<file path="config.mk">
export PLATFORM = sky130hd
export DESIGN_NAME = run_monitor
export DESIGN_NICKNAME = d
export VERILOG_FILES = /design/src/rtl/run_monitor.sv
export SDC_FILE = /design/constraint.sdc
export NUM_CORES = 1
export LEC_CHECK = 0
export ABC_CLOCK_PERIOD_IN_PS = 2500
export CORE_MARGIN = 3
export CORE_UTILIZATION = 30
export CTS_BUF_LIST = sky130_fd_sc_hd__clkbuf_4
export DETAILED_ROUTE_END_ITERATION = 10
export GPL_TIMING_DRIVEN = 1
export MAX_ROUTING_LAYER = met4
export PLACE_DENSITY = 0.6
export SYNTH_ARGS = -nofsm -noshare
export SYNTH_HDL_FRONTEND = slang
export SYNTH_SLANG_ARGS = --single-unit
</file>
<file path="constraint.sdc">
create_clock -name i_clk -period 2.5 [get_ports i_clk]
set_clock_uncertainty 0.2 [all_clocks]
set_input_delay 0.375 -clock i_clk [delete_from_list [all_inputs] [get_ports i_clk]]
set_output_delay 0.375 -clock i_clk [all_outputs]
set_load 0.02 [all_outputs]
</file>
<file path="src/rtl/run_monitor.sv">
// run_monitor: watches a processor's retirement stream and reports whether a
// test program halted (self-loop at one PC) or failed (cycle timeout, or a
// retirement stall when the optional watchdog is built in).
// Optional feature macro: RUN_MONITOR_STALL_EN enables the stall watchdog.
module run_monitor #(
  parameter int unsigned PC_W           = 32,
  parameter int unsigned CNT_W          = 32,
  parameter int unsigned TIMEOUT_CYCLES = 1000000000,
  parameter int unsigned STALL_LIMIT    = 1024,
  parameter int unsigned HALT_REPEAT    = 4
) (
  input  logic             i_clk,
  input  logic             i_reset,
  input  logic             i_start,
  input  logic             i_clear,
  input  logic             i_insn_vld,
  input  logic [PC_W-1:0]  i_pc_debug,
  output logic [1:0]       o_state,
  output logic             o_done,
  output logic             o_pass,
  output logic             o_timeout,
  output logic             o_stall,
  output logic [CNT_W-1:0] o_cycle_count,
  output logic [CNT_W-1:0] o_insn_count,
  output logic [PC_W-1:0]  o_last_pc
);

  typedef enum logic [1:0] {
    S_IDLE = 2'd0,
    S_RUN  = 2'd1,
    S_HALT = 2'd2,
    S_FAIL = 2'd3
  } state_t;

  localparam int unsigned RPT_W   = $clog2(HALT_REPEAT + 1);
  localparam logic [63:0] TO_LAST = 64'(TIMEOUT_CYCLES) - 64'd1;

  state_t             state_q, state_d;
  logic [CNT_W-1:0]   cyc_q, cyc_d;
  logic [CNT_W-1:0]   insn_q, insn_d;
  logic [PC_W-1:0]    pc_q, pc_d;
  logic [RPT_W-1:0]   rpt_q, rpt_d;
  logic               seen_q, seen_d;
  logic               to_q, to_d;

  logic               in_run;
  logic               start_run;
  logic [RPT_W-1:0]   rpt_inc;
  logic               halt_hit;
  logic               to_hit;
  logic               stall_hit;

  // Event decode shared by the main FSM and the stall watchdog
  always_comb begin
    in_run    = (state_q == S_RUN);
    start_run = (state_q == S_IDLE) && i_start && !i_clear;
    // The first retirement after start never counts as a repeat, even when
    // its PC happens to equal the zeroed last-PC register.
    rpt_inc   = (seen_q && (i_pc_debug == pc_q)) ? rpt_q + RPT_W'(1) : RPT_W'(1);
    halt_hit  = in_run && i_insn_vld && (rpt_inc == RPT_W'(HALT_REPEAT));
    to_hit    = in_run && (64'(cyc_q) == TO_LAST);
  end

  // Next-state and counter update; priority HALT > timeout > stall
  always_comb begin
    state_d = state_q;
    cyc_d   = cyc_q;
    insn_d  = insn_q;
    pc_d    = pc_q;
    rpt_d   = rpt_q;
    seen_d  = seen_q;
    to_d    = to_q;
    if (i_clear || start_run) begin
      state_d = i_clear ? S_IDLE : S_RUN;
      cyc_d   = '0;
      insn_d  = '0;
      pc_d    = '0;
      rpt_d   = '0;
      seen_d  = 1'b0;
      to_d    = 1'b0;
    end else if (in_run) begin
      cyc_d = (cyc_q == '1) ? cyc_q : cyc_q + CNT_W'(1);
      if (i_insn_vld) begin
        insn_d = (insn_q == '1) ? insn_q : insn_q + CNT_W'(1);
        pc_d   = i_pc_debug;
        rpt_d  = rpt_inc;
        seen_d = 1'b1;
      end
      if (halt_hit) begin
        state_d = S_HALT;
      end else if (to_hit) begin
        state_d = S_FAIL;
        to_d    = 1'b1;
      end else if (stall_hit) begin
        state_d = S_FAIL;
      end
    end
  end

  // Main state and counter registers
  always_ff @(posedge i_clk or negedge i_reset) begin
    if (!i_reset) begin
      state_q <= S_IDLE;
      cyc_q   <= '0;
      insn_q  <= '0;
      pc_q    <= '0;
      rpt_q   <= '0;
      seen_q  <= 1'b0;
      to_q    <= 1'b0;
    end else begin
      state_q <= state_d;
      cyc_q   <= cyc_d;
      insn_q  <= insn_d;
      pc_q    <= pc_d;
      rpt_q   <= rpt_d;
      seen_q  <= seen_d;
      to_q    <= to_d;
    end
  end

`ifdef RUN_MONITOR_STALL_EN
  localparam int unsigned STALL_W = $clog2(STALL_LIMIT + 1);

  logic [STALL_W-1:0] stall_cnt_q, stall_cnt_d;
  logic               stall_q, stall_d;

  assign stall_hit = in_run && !i_insn_vld &&
                     (stall_cnt_q == STALL_W'(STALL_LIMIT - 1));

  // Idle-cycle counter; only raises its flag when no higher cause fires
  always_comb begin
    stall_cnt_d = stall_cnt_q;
    stall_d     = stall_q;
    if (i_clear || start_run) begin
      stall_cnt_d = '0;
      stall_d     = 1'b0;
    end else if (in_run) begin
      stall_cnt_d = i_insn_vld ? '0 : stall_cnt_q + STALL_W'(1);
      if (stall_hit && !halt_hit && !to_hit) begin
        stall_d = 1'b1;
      end
    end
  end

  // Stall watchdog registers
  always_ff @(posedge i_clk or negedge i_reset) begin
    if (!i_reset) begin
      stall_cnt_q <= '0;
      stall_q     <= 1'b0;
    end else begin
      stall_cnt_q <= stall_cnt_d;
      stall_q     <= stall_d;
    end
  end

  assign o_stall = stall_q;
`else
  assign stall_hit = 1'b0;
  assign o_stall   = 1'b0;
`endif

  assign o_state       = state_q;
  assign o_done        = (state_q == S_HALT) || (state_q == S_FAIL);
  assign o_pass        = (state_q == S_HALT);
  assign o_timeout     = to_q;
  assign o_cycle_count = cyc_q;
  assign o_insn_count  = insn_q;
  assign o_last_pc     = pc_q;

endmodule

</file>
---- Word level (Yosys, flattened, before mapping) ----
Index checks and enable logic that the tools add are counted.
word-level totals
  register bits ........................... 103
  bits of input ports ..................... 37
  output and inout bits ................... 102
  word-level logic and storage cells ...... 66
operators by class
  $add $sub $neg .......................... 3
  equality and inequality tests ........... 11
  muxes and demuxes ....................... 26
  reduce and logical (&&, ||, !) cells .... 19
operators with widths
  cell                                                                     count
  32-bit 2-to-1 mux                                                        10
  32-bit by 1-bit adder with 32-bit output, second input constant          2
  32-bit equality test, second input constant                              2
  32-bit by 30-bit equality test with 1-bit output, second input constant  1
  32-bit equality test                                                     1
  3-bit 2-to-1 mux                                                         4
  1-bit 2-to-1 mux                                                         8
  2-bit 2-to-1 mux                                                         4
  1-bit logical AND                                                        6
  2-bit AND reduction                                                      3
  3-bit AND reduction                                                      2
  2-bit nonzero test                                                       3
  2-bit equality test, second input constant                               2
  2-bit != test, second input constant                                     2
  3-bit by 1-bit adder with 3-bit output, second input constant            1
  3-bit equality test, second input constant                               1
  3-bit nonzero test                                                       1
  2-bit by 1-bit equality test with 1-bit output, second input constant    1
  2-bit zero test                                                          1
  1-bit logical OR                                                         2
  2-bit by 1-bit != test with 1-bit output, second input constant          1
  1-bit zero test                                                          1

---- Longest topological paths before layout ----
  depth after elaboration ................. 8
  gate-level depth with buffers ........... 8
  mapped depth without buffers ............ 7

---- Worst setup path after synthesis ----
No wires, ideal clock.
  kind .................................... reg-to-reg
  start point ............................. register insn_q[0], in the netlist o_insn_count[0]
  end point ............................... register insn_q[6], in the netlist o_insn_count[6]
  library setup time ...................... 0.119 ns
  arrival ................................. 2.116 ns
  required time ........................... 2.181 ns
  path slack .............................. 0.065 ns
  stages on the path, launching flop included .. 9
  path buffers ............................ 1
  period minus slack after synthesis ...... 2.435 ns
  cells stage by stage .................... dfrtp_1 -> ha_1 -> nand3_1 -> nor4_1 -> nand4_1 -> o21ai_1 -> buf_2 -> nor4_1 -> o21a_1
between the ends
  longest elaborated chain between the ends .. 5
  elaborated cells between the ends (all ways) .. 8
  classes of those cells .................. add/sub: 1; eq/ne: 2; mux: 4; reduce/logical: 1
RTL lines
  element                                   RTL line  text
  start: declaration                        40        logic [CNT_W-1:0] insn_q, insn_d;
  start signal: assignment                  113       insn_q <= insn_d;
  32-bit by 1-bit adder with 32-bit output  84        insn_d = (insn_q == '1) ? insn_q : insn_q + CNT_W'(1);
  32-bit 2-to-1 mux                         84
  32-bit 2-to-1 mux                         83        if (i_insn_vld) begin
  32-bit 2-to-1 mux                         81        end else if (in_run) begin
  32-bit 2-to-1 mux                         73        if (i_clear || start_run) begin
Parallel ways exist; a longest one is shown, timed or not. The select of a mux whose other input is x is not followed.
A chain may end at the register's enable or synchronous reset.

---- Worst setup path after layout ----
  start point ............................. register insn_q[0], in the netlist o_insn_count[0]
  end point ............................... register insn_q[25], in the netlist o_insn_count[25]
Same word-level chain as after synthesis.

==> summary.md <==
| Metric | Value |
|---|---|
| Number of flops mapped to enable cells by yosys | 0 |
| Initial Util | 0.310 |
| PwrDens | 395 nW/um^2 |
| Routed len/inst | 15.7 um |
| Max_slew headroom | 0.616 |
| Achievable Freq | 416 MHz |
| WS Path Type | flip-flop to flip-flop |
| # clock sinks | 103 |
| Area share of the largest cell type after synthesis | 0.474 |
| Dpl hpwl | 11,500 um |
| Net count, final | 831 |
| #FFs+latches synth | 103 |
| Endpoint type of the worst setup path | flip-flop |
| DR iter-0 viols | 271 |
| Fin. max-slew vios | 0 |
| RR Startpoint | o_insn_count[0]$_DFFE_PN0P_ |
| Core Box Area | 17,500 um^2 |
| FF-to-FF path depth | 9 |
| Syn nets | 654 |
| Die span in y | 141 um |
| Finished layout cell area | 7610 um^2 |
| Area Growth Syn to Fin | 40.0% |
| Startpoint Class | flip-flop |
| Tmin final | 2.40 ns |
| Ys async rst share | 1.00 |
| Routed vias/inst | 4.97 |
| Rows | 48 |
| Post-synth top flop | dfrtp_1 |
| Reg2reg end | o_insn_count[25]$_DFFE_PN0P_ |
| GRT Overall Usage | 0.167 |
| Internal Power | 2.16 mW |
| First-pass GRT wire length | 26,200 um |
| Vias in the first global route | 4,938 |
| Distinct cells, synth | 50 |
| H-Tree Depth | 3 |
| Initial antenna violation count | 1 |
| Number of vias in the routed layout | 5,084 |
| Final Core Density | 0.434 |
| Outcome | complete, no violations |
| Syn Std Cell Area | 5440 um^2 |
| Sequential fraction of the synthesis area | 0.474 |
| Grt total ovfl | 0 |
| Share of layout cells above drive strength 1 | 0.108 |
| Worst EP required | 2.71 ns |
| Width of the die | 141 um |
| Ports | 139 |
| DR DRC count | 0 |
| Worst-path clk slew | 0.16 ns |
| Top Usage Layer GRT | met2 |
| DRT Wirelength | 16,100 um |
| Switch share | 0.281 |
| Root buffer cell | clkbuf_4 |
| Final total power | 3.01 mW |
| Routed Antenna Nets | 0 |
| Worst Tran Pin Value | 0.571 ns |
| Dpl cell area | 7440 um^2 |
| Proportion of power drawn by combinational gates | 0.131 |
| Syn Inst Count | 614 |
| Met2 usage | 0.250 |
| Seq pwr share | 0.568 |
| Net switching power | 845 uW |
| Clock Power Share | 0.301 |
| Largest net degree at the start of global routing | 56 |
| Worst-Skew Late Latency | 0.47 ns |
| FF-to-FF setup slack | 0.1 ns |
| Multi-input logic area | 2720 um^2 |
| Most frequent cell after synthesis | dfrtp_1 |
| Seq. cell area | 2580 um^2 |
| GRT met3 Usage | 0.0292 |
| CTS tree | built |
| GP Congestion | 0.845 |
| Critical Path AT | 2.62 ns |
| Area of the die | 19,800 um^2 |
| Synth Area per Inst | 8.86 um^2 |
| Num CTS Buffers | 9 |
| Final worst setup slack | 0.0963 ns |
| Fill cells | 1,725 |
| Worst Hold Class | input port to asynchronous set/reset pin |
| PortBufs | 137 |
| Syn. warnings | 0 |
| Max_cap viols | 0 |
| Post-synth top cells | dfrtp_1 (103), nand2_1 (96), nor2_1 (67), a21oi_1 (47) |
| Router iterations before antenna repair | 4 |
| Dpl ws | 0.00735 ns |
| Fin crit share | 0.961 |
| Max VDD drop | 0.000272 V |
| # setup viols final | 0 |
| Leakage | 2.97 nW |
| Max FO, Critical Path | 5 |
| Final hold viol count | 0 |
| Area leader, netlist | dfrtp_1 |
| Clk buf depth | 2 |
| Area contributors post-synth | dfrtp_1 (47%), nand2_1 (6.6%), xnor2_1 (6.3%) |
| GR Util met1 | 0.234 |
[per-stage QoR]
step	std cells	hold slack, ns	setup TNS [ns]
floorplan	614	-0.121	0
global placement	1001	0.0887	-0.0409
detailed placement	1001	0.0961	0
CTS	1018	0.0935	0
global route	1022	0.109	-0.00572
finish	1022	0.122	0
[area by class of cell]
cell class                      instances  area share
Multi-Input combinational cell        471       0.358
Clock buffer                            9     0.00887
Inverter                               10     0.00493
Timing Repair Buffer                  196       0.243
Tap cell                              225      0.0370
Antenna cell                            1    0.000329
Sequential cell                       103       0.339
Clock inverter                          7     0.00953
[power groups by stage]
stage | Clock (mW) | Combinational (mW) | Sequential (mW)
global route | 1.01 | 0.434 | 1.71
CTS | 0.951 | 0.400 | 1.71
finish | 0.906 | 0.394 | 1.71
floorplan | 0 | 0.147 | 1.77
global placement | 0 | 0.395 | 1.74
detailed placement | 0 | 0.397 | 1.74
[kinds of logic (layout without fill, tap and decap cells)]
kind of cell / Yosys count / in the layout / share of synthesized area
simple gates: 297 / 297 / 0.265
compound gates: 90 / 90 / 0.0954
fa+ha+maj: 3 / 3 / 0.00690
other cells: 1 / 2 / 0.000689
mux: 2 / 2 / 0.00391
buf+inv: 40 / 222 / 0.0285
xor+xnor: 78 / 78 / 0.126
flops: 103 / 103 / 0.474
[worst max path at each step]
| stage | start | end | slack (ns) | cells past startpoint |
|---|---|---|---|---|
| final | o_insn_count[0]$_DFFE_PN0P_ | o_insn_count[25]$_DFFE_PN0P_ | 0.1 | 9 |
| after detailed placement | i_pc_debug[22] | o_timeout$_DFFE_PN0P_ | 0.007 | 8 |
| after global placement | i_pc_debug[22] | o_state[0]$_DFFE_PN0P_ | -0.02 | 8 |
| after floorplan | o_insn_count[0]$_DFFE_PN0P_ | o_insn_count[6]$_DFFE_PN0P_ | 0.07 | 8 |
| after global routing | o_insn_count[1]$_DFFE_PN0P_ | o_insn_count[16]$_DFFE_PN0P_ | -0.006 | 9 |
| after CTS | o_insn_count[0]$_DFFE_PN0P_ | o_insn_count[21]$_DFFE_PN0P_ | 0.08 | 5 |
[sequential cells by signal (all words and copies together) (netlist names)]
| name | cells |
|---|---|
| rpt_q | 3 |
| o_state | 2 |
| o_timeout | 1 |
| o_cycle_count | 32 |
| o_insn_count | 32 |
| seen_q | 1 |
| o_last_pc | 32 |
[metal layers]
metal | share of wire | up-vias
met2 | 0.46 | 136
met4 | 0.014 | 0
met1 | 0.48 | 2442
li1 | - | 2488
met3 | 0.051 | 18
met5 | 0 | -
[repair_timing]
item,in CTS,in global routing
hold buffers,1,0
endpoints found under the hold margin,103,0
setup endpoints to repair,1,11
pin swaps,0,1
resized for setup,2,2
buffers inserted,0,3
[worst max-delay path, cell delays in order, from the launching register on]
cell     delay (ns)
dfrtp_2        0.47
ha_1           0.22
nand3_1        0.13
nor4_1         0.07
buf_4          0.15
nand4_1        0.18
nor2_1         0.12
buf_4          0.17
or4_1          0.49
a21oi_1        0.16
[cell usage in the layout, fill, tap and decap left out, types with 2 or more instances in the layout]
cell             count
nor4b_1              2
nor2_1              66
a31oi_1              2
dfrtp_2              2
buf_4               56
a21oi_1             47
clkinvlp_4           2
xnor2_1             39
and4_1               2
clkbuf_4             9
nor3b_1              2
buf_12               3
or4_1                7
nand2_1             96
o2111ai_1            3
xor2_1              39
o21ai_0             19
or2_2                2
o211ai_1             5
clkinv_2             2
nand4_1             31
ha_1                 3
nand2b_1             4
nand3_1             22
inv_1               10
dfrtp_1            101
nor3_1              21
clkdlybuf4s50_1    135
o21a_1               2
o31ai_1              3
nor4_1              12
and3_1              12
or3_1                8
Note: power is estimated with default switching activity, not from simulation.
